<file path="config.mk">
export PLATFORM = sky130hd
export DESIGN_NAME = fp_normalize_flat
export DESIGN_NICKNAME = d
export VERILOG_FILES = /design/src/rtl/fp_pkg.sv /design/src/rtl/fp_normalize_if.sv /design/src/rtl/cla_adder.sv /design/src/rtl/fp_normalize.sv /design/src/flat_wrapper.sv
export SDC_FILE = /design/constraint.sdc
export NUM_CORES = 1
export LEC_CHECK = 0
export ABC_AREA = 1
export CORE_UTILIZATION = 53
export CTS_CLUSTER_DIAMETER = 30
export DETAILED_ROUTE_END_ITERATION = 8
export GPL_TIMING_DRIVEN = 0
export PLACE_DENSITY = 0.87
export SLEW_MARGIN = 20
export SYNTH_ARGS = -nofsm -noshare
export SYNTH_HDL_FRONTEND = slang
export SYNTH_SLANG_ARGS = --single-unit
</file>
<file path="constraint.sdc">
create_clock -name clk -period 8.55 [get_ports clk]
set_clock_uncertainty 0.1 [all_clocks]
set_input_delay 1.71 -clock clk [delete_from_list [all_inputs] [get_ports clk]]
set_output_delay 1.71 -clock clk [all_outputs]
set_load 0.02 [all_outputs]
</file>
<file path="src/rtl/fp_pkg.sv">
// rtl/fp_pkg.sv - shared FP sizing helpers, FSM encodings and rule codes
//
// Purpose: derives the mantissa and exponent widths from the operand width.
// It also provides the all-ones exponent and the encodings that the
// normalization stage uses.
// Ports: none (package).
package fp_pkg;

  typedef enum logic [1:0] {
    IDLE  = 2'd0,
    SHIFT = 2'd1,
    DONE  = 2'd2
  } state_t;

  // One normalization decision per SHIFT cycle, listed in priority order.
  typedef enum logic [2:0] {
    ACT_ZERO   = 3'd0,
    ACT_OVF    = 3'd1,
    ACT_CARRY  = 3'd2,
    ACT_NORM   = 3'd3,
    ACT_SUBN   = 3'd4,
    ACT_LSHIFT = 3'd5
  } act_t;

  function automatic int mant_size(input int size);
    return (size == 64) ? 52 : 23;
  endfunction

  function automatic int exp_size(input int size);
    return (size == 64) ? 11 : 8;
  endfunction

  // Exponent value reserved for Inf/NaN.
  function automatic int exp_all_ones(input int size);
    return (1 << exp_size(size)) - 1;
  endfunction

endpackage

</file>
<file path="src/rtl/fp_normalize_if.sv">
// rtl/fp_normalize_if.sv - handshake and data bundle around the normalization stage
//
// Purpose: groups the upstream (in_*) and downstream (out_*) channels.
// Ports/modports:
//   master - the environment: drives in_valid/in_sign/in_exp/in_mant and out_ready.
//   slave  - the normalizer: drives in_ready and out_valid/out_sign/out_exp/out_mant/flags.
interface fp_normalize_if import fp_pkg::*; #(
  parameter int Size = 64
) ();

  localparam int MantSize = mant_size(Size);
  localparam int ExpSize  = exp_size(Size);

  logic                in_valid;
  logic                in_ready;
  logic                in_sign;
  logic [ExpSize-1:0]  in_exp;
  logic [MantSize+4:0] in_mant;

  logic                out_valid;
  logic                out_ready;
  logic                out_sign;
  logic [ExpSize-1:0]  out_exp;
  logic [MantSize+3:0] out_mant;
  logic                out_overflow;
  logic                out_zero;

  modport master (
    output in_valid, in_sign, in_exp, in_mant, out_ready,
    input  in_ready, out_valid, out_sign, out_exp, out_mant, out_overflow, out_zero
  );

  modport slave (
    input  in_valid, in_sign, in_exp, in_mant, out_ready,
    output in_ready, out_valid, out_sign, out_exp, out_mant, out_overflow, out_zero
  );

endinterface

</file>
<file path="src/rtl/cla_adder.sv">
// rtl/cla_adder.sv - exponent +1 / -1 unit built on a carry-lookahead chain
//
// Purpose: sum = a + 1 when sub=0, sum = a - 1 when sub=1. The result is taken
// modulo 2^InputSize.
// Ports:
//   a   in  InputSize  operand
//   sub in  1          1 = decrement, 0 = increment
//   sum out InputSize  result
module cla_adder #(
  parameter int InputSize = 8
) (
  input  logic [InputSize-1:0] a,
  input  logic                 sub,
  output logic [InputSize-1:0] sum
);

  logic [InputSize-1:0] b;
  logic [InputSize-1:0] carry;

  // Decrement is addition of all-ones; increment is addition of one.
  assign b = sub ? {InputSize{1'b1}} : InputSize'(1);

  always_comb begin
    carry = '0;
    for (int i = 1; i < InputSize; i++) begin
      carry[i] = (a[i-1] & b[i-1]) | ((a[i-1] ^ b[i-1]) & carry[i-1]);
    end
    sum = a ^ b ^ carry;
  end

endmodule

</file>
<file path="src/rtl/fp_normalize.sv">
// rtl/fp_normalize.sv - iterative post-add normalization stage of the FP adder
//
// Purpose: takes a raw aligned sum {carry, hidden, fraction, G, R, S} and a
// tentative exponent. It returns a normalized {hidden, fraction, G, R, S} and
// the adjusted exponent. A carry-out costs one right shift. Cancellation costs
// one left shift per cycle.
// Ports:
//   clk    in  clock, rising edge
//   reset  in  synchronous, active-high; abandons any operand in flight
//   bus    fp_normalize_if.slave:
//          in_valid/in_ready/in_sign/in_exp/in_mant        upstream channel
//          out_valid/out_ready/out_sign/out_exp/out_mant   downstream channel
//          out_overflow (exponent hit all-ones), out_zero (mantissa is zero)
module fp_normalize import fp_pkg::*; #(
  parameter int Size = 64
) (
  input  logic          clk,
  input  logic          reset,
  fp_normalize_if.slave bus
);

  localparam int MantSize = mant_size(Size);
  localparam int ExpSize  = exp_size(Size);
  localparam int MW       = MantSize + 5;
  localparam logic [ExpSize-1:0] ExpOnes = ExpSize'(exp_all_ones(Size));

  state_t state;
  state_t state_nxt;
  act_t   act;

  logic [MW-1:0]      m;
  logic [ExpSize-1:0] e;
  logic [ExpSize-1:0] e_adj;
  logic               s;
  logic               zero;
  logic               overflow;
  logic               adj_sub;

  // The only increment happens on carry-out. Every other adjustment is a decrement.
  assign adj_sub = ~m[MW-1];

  cla_adder #(.InputSize(ExpSize)) u_exp_adj (
    .a   (e),
    .sub (adj_sub),
    .sum (e_adj)
  );

  always_comb begin
    act = ACT_LSHIFT;
    if (m == '0)
      act = ACT_ZERO;
    else if (e == ExpOnes)
      act = ACT_OVF;
    else if (m[MW-1])
      act = ACT_CARRY;
    else if (m[MW-2])
      act = ACT_NORM;
    else if (e <= ExpSize'(1))
      act = ACT_SUBN;  // hidden bit still clear and no exponent left to spend
  end

  always_ff @(posedge clk) begin
    if (reset)
      state <= IDLE;
    else
      state <= state_nxt;
  end

  always_comb begin
    state_nxt = state;
    case (state)
      IDLE:    if (bus.in_valid) state_nxt = SHIFT;
      SHIFT:   if (act != ACT_LSHIFT) state_nxt = DONE;
      DONE:    if (bus.out_ready) state_nxt = IDLE;
      default: state_nxt = IDLE;
    endcase
  end

  always_comb begin
    bus.in_ready     = (state == IDLE);
    bus.out_valid    = (state == DONE);
    bus.out_sign     = s;
    bus.out_exp      = e;
    bus.out_mant     = m[MW-2:0];
    bus.out_overflow = overflow;
    bus.out_zero     = zero;
  end

  always_ff @(posedge clk) begin
    if (reset) begin
      m        <= '0;
      e        <= '0;
      s        <= 1'b0;
      zero     <= 1'b0;
      overflow <= 1'b0;
    end else begin
      case (state)
        IDLE: begin
          if (bus.in_valid) begin
            m        <= bus.in_mant;
            e        <= bus.in_exp;
            s        <= bus.in_sign;
            zero     <= 1'b0;
            overflow <= 1'b0;
          end
        end
        SHIFT: begin
          case (act)
            ACT_ZERO: begin
              e    <= '0;
              zero <= 1'b1;
            end
            ACT_OVF:  overflow <= 1'b1;
            ACT_CARRY: begin
              // Bit shifted out folds into sticky so rounding still sees it.
              m        <= {1'b0, m[MW-1:2], m[1] | m[0]};
              e        <= e_adj;
              overflow <= (e_adj == ExpOnes);
            end
            ACT_SUBN: e <= '0;
            ACT_LSHIFT: begin
              m <= {m[MW-2:0], 1'b0};
              e <= e_adj;
            end
            default: ;
          endcase
        end
        default: ;
      endcase
    end
  end

endmodule

</file>
<file path="src/flat_wrapper.sv">
// flat-port wrapper written by rule: the top's interface ports become plain ports
module fp_normalize_flat import fp_pkg::*;
#(
  parameter int Size = 64
)
  (clk, reset, bus_in_valid, bus_in_sign, bus_in_exp, bus_in_mant, bus_out_ready, bus_in_ready, bus_out_valid, bus_out_sign, bus_out_exp, bus_out_mant, bus_out_overflow, bus_out_zero);
  fp_normalize_if #(.Size(Size)) bus_i ();
  input  logic clk;
  input  logic reset;
  input wire logic [$bits(bus_i.in_valid)-1:0] bus_in_valid;
  input wire logic [$bits(bus_i.in_sign)-1:0] bus_in_sign;
  input wire logic [$bits(bus_i.in_exp)-1:0] bus_in_exp;
  input wire logic [$bits(bus_i.in_mant)-1:0] bus_in_mant;
  input wire logic [$bits(bus_i.out_ready)-1:0] bus_out_ready;
  output wire logic [$bits(bus_i.in_ready)-1:0] bus_in_ready;
  output wire logic [$bits(bus_i.out_valid)-1:0] bus_out_valid;
  output wire logic [$bits(bus_i.out_sign)-1:0] bus_out_sign;
  output wire logic [$bits(bus_i.out_exp)-1:0] bus_out_exp;
  output wire logic [$bits(bus_i.out_mant)-1:0] bus_out_mant;
  output wire logic [$bits(bus_i.out_overflow)-1:0] bus_out_overflow;
  output wire logic [$bits(bus_i.out_zero)-1:0] bus_out_zero;
  assign bus_i.in_valid = bus_in_valid;
  assign bus_i.in_sign = bus_in_sign;
  assign bus_i.in_exp = bus_in_exp;
  assign bus_i.in_mant = bus_in_mant;
  assign bus_i.out_ready = bus_out_ready;
  assign bus_in_ready = bus_i.in_ready;
  assign bus_out_valid = bus_i.out_valid;
  assign bus_out_sign = bus_i.out_sign;
  assign bus_out_exp = bus_i.out_exp;
  assign bus_out_mant = bus_i.out_mant;
  assign bus_out_overflow = bus_i.out_overflow;
  assign bus_out_zero = bus_i.out_zero;
  fp_normalize #(.Size(Size)) u_core (.clk(clk), .reset(reset), .bus(bus_i));
endmodule
</file>
==> reports/metrics.cfg <==
[status]
status = finished clean

[layout]
fillers = 775
drive_above_1_share = 0.117
final_area_mm2 = 0.00701
num_antenna_cells = 0
fin_nets = 1043
syn_to_final_growth_pct = 34.2

[clock_network]
holdBufCountCts = 0
ctsLongestPathBuffers = 2
ctsHtreeMaxLevel = 3
clock_sinks = 73
clk_latency_ns = 0.35
path_clk_slew_ns = 0.07
cts_root_buf = clkbuf_8
numCtsBuffers = 9
cts_tree = built
post_cts_buffers = 0
post_cts_resized = 0

[logic_synthesis]
async_flop_share = 0
synth_edf_count = 0
syn_area_mm2 = 0.00523
synth-main-ff-cell = dfxtp_1
synth_fp_nets = 888
yosysUniqueCellTypes = 30
ys_ff_latch = 73
synth-seq-area-share = 0.280
synth_cells = 804
ys.warnings.count = 0
syn_avg_cell_area_um2 = 6.50

[routing]
viasPerCell = 5.54
wl_per_cell_um = 14.2
wl_met3_um = 1400
ant_nets = 0
wl_met2_um = 7340
vias = 6046
met1_length_um = 6470
drtIter0Drc = 466
routed_wirelength_um = 15500
highest_layer = met4
dr.pass1.iters = 5
drc_errors = 0

[grt]
grt_use_total = 0.304
grt.overflow.total = 0
grt_pass1_wl_um = 25300
grt_max_degree = 13
grt_pass1_vias = 5583
antenna_found_initial = 0

[setup_path]
arrival_ns = 5.39
crit_path_end = u_core.bus.out_overflow$_SDFFE_PP0P_
critical_path.max_fanout = 11
r2r_slack_ns = 3.34
critical_path_class = register to register
regToRegStartpoint = u_core.m[56]$_SDFFE_PP0P_
r2r_end = u_core.bus.out_overflow$_SDFFE_PP0P_
critPathLaunchType = register
worstRegToRegCells = 17
required_ns = 8.73
worstSetupEndpointType = register
critPathLaunch = u_core.m[56]$_SDFFE_PP0P_

[floorplanning]
initial_utilization = 0.555
core_area_mm2 = 0.00942
rows = 35
die_w_um = 101
io_pins = 145
dieArea_mm2 = 0.0103
die_h_um = 101

[run]
maxCapViolCount = 0

[sta]
fin_crit_ns = 5.21
finalCritPeriodShare = 0.610
setup_viol_count_final = 0
fmax_mhz = 192
hold_violations = 0
rsz0062_at_grt = false
max_slew_margin = 0.657
finalSetupTns_ns = 0
drv_slew = 0
worst_pin_slew_ns = 0.514

[placement]
gp_congestion = 0.868
dpl_cell_area_mm2 = 0.00683
numPortBuffers = 144
dpl.hpwl_um = 11300

[pwr]
p_leak_nw = 3.04
p_per_area_mw_per_mm2 = 244
ir_worst_vdd_mv = 0.138

[hold_path]
hold_path.class = register to register
hp-start = u_core.bus.out_overflow$_SDFFE_PP0P_

==> area by class of cell <==
type | instances | area, um2 | area share
Multi-Input combinational cell | 596 | 2920 | 0.417
Sequential cell | 73 | 1460 | 0.208
Timing Repair Buffer | 144 | 1440 | 0.206
Buffer | 116 | 769 | 0.110
Tap cell | 129 | 161 | 0.0230
Clock buffer | 9 | 124 | 0.0177
Inverter | 19 | 72.6 | 0.0104
Clock inverter | 5 | 58.8 | 0.00839
==> cell families after synthesis <==
| family | Yosys count | share of synthesized area |
|---|---|---|
| compound gates | 77 | 0.0781 |
| xor+xnor | 2 | 0.00335 |
| fa+ha+maj | 11 | 0.0393 |
| buf+inv | 135 | 0.161 |
| flops | 73 | 0.280 |
| simple gates | 506 | 0.438 |
==> state kept, by name, summed over array words and instances (netlist names) <==
| name | cells |
|---|---|
| u_core.bus.out_sign | 1 |
| u_core.bus.out_zero | 1 |
| u_core.bus.out_overflow | 1 |
| u_core.state | 2 |
| u_core.m | 57 |
| u_core.bus.out_exp | 11 |
==> synth_stat cells (3+ instances only) <==
library cell | count | share of area
nand3b_1 | 6 | 0.0086
nor2_1 | 178 | 0.13
o21ai_0 | 39 | 0.037
nand2_1 | 130 | 0.093
dfxtp_1 | 73 | 0.28
a21oi_1 | 9 | 0.0086
nand4_1 | 57 | 0.068
inv_1 | 17 | 0.012
buf_6 | 12 | 0.026
nor2_2 | 3 | 0.0036
nand2_2 | 3 | 0.0036
nand3_1 | 120 | 0.11
buf_2 | 12 | 0.011
fa_1 | 9 | 0.034
buf_1 | 6 | 0.0043
clkbuf_1 | 25 | 0.018
buf_4 | 61 | 0.088
o21ai_1 | 20 | 0.019
a21boi_0 | 9 | 0.013
==> power by group <==
group	switching, mW	internal [mW]	total [mW]
Combinational	0.502	0.425	0.928
Clock	0.139	0.132	0.271
Sequential	0.0981	0.412	0.510
==> through the flow <==
stage	util	power, mW	worst slack (ns)	hold slack (ns)	cells
floorplan	-	1.12	3.66	0.387	804
global placement	0.725	1.41	3.42	0.360	1077
detailed placement	0.725	1.43	3.39	0.345	1077
CTS	0.745	1.70	3.32	0.365	1091
global route	0.745	1.81	3.00	0.402	1091
finish	0.745	1.71	3.34	0.366	1091
==> worst min path at each step <==
stage | slack, ns | cells past startpoint | end
after global routing | 0.40 | 2 | u_core.bus.out_overflow$_SDFFE_PP0P_
after detailed placement | 0.34 | 2 | u_core.bus.out_overflow$_SDFFE_PP0P_
after CTS | 0.37 | 2 | u_core.bus.out_overflow$_SDFFE_PP0P_
after floorplan | 0.39 | 2 | u_core.m[0]$_SDFFE_PP0P_
after global placement | 0.36 | 2 | u_core.bus.out_overflow$_SDFFE_PP0P_
final | 0.37 | 2 | u_core.bus.out_overflow$_SDFFE_PP0P_
==> metal layers <==
| layer | up-vias | GRT usage |
|---|---|---|
| li1 | 2931 | - |
| met1 | 2757 | 0.392 |
| met2 | 331 | 0.519 |
| met3 | 27 | 0.0455 |
| met4 | 0 | 0.108 |
| met5 | - | 0 |
==> worst max-delay path, stage by stage, from the launching register on <==
cell and delay [ns]:
dfxtp_1 0.46, inv_1 0.28, fa_1 0.47, fa_1 0.44, fa_1 0.44, fa_1 0.43
fa_1 0.43, fa_1 0.42, fa_1 0.42, fa_1 0.52, nand4_1 0.11, nor3_1 0.20
nand2_1 0.08, nand2_1 0.07, nand2_1 0.05, nand2_1 0.05, nand2_1 0.05, a21oi_1 0.12
==> cell usage in the layout, fill, tap and decap left out, types with 12 or more instances in the layout <==
| cell type | instances |
|---|---|
| buf_6 | 12 |
| nand3_1 | 120 |
| nor2_1 | 178 |
| clkbuf_1 | 25 |
| o21ai_0 | 39 |
| o21ai_1 | 20 |
| nand4_1 | 57 |
| buf_2 | 12 |
| inv_1 | 17 |
| clkdlybuf4s50_1 | 144 |
| buf_4 | 61 |
| nand2_1 | 130 |
| dfxtp_1 | 73 |
Note: power is estimated with default switching activity, not from simulation.
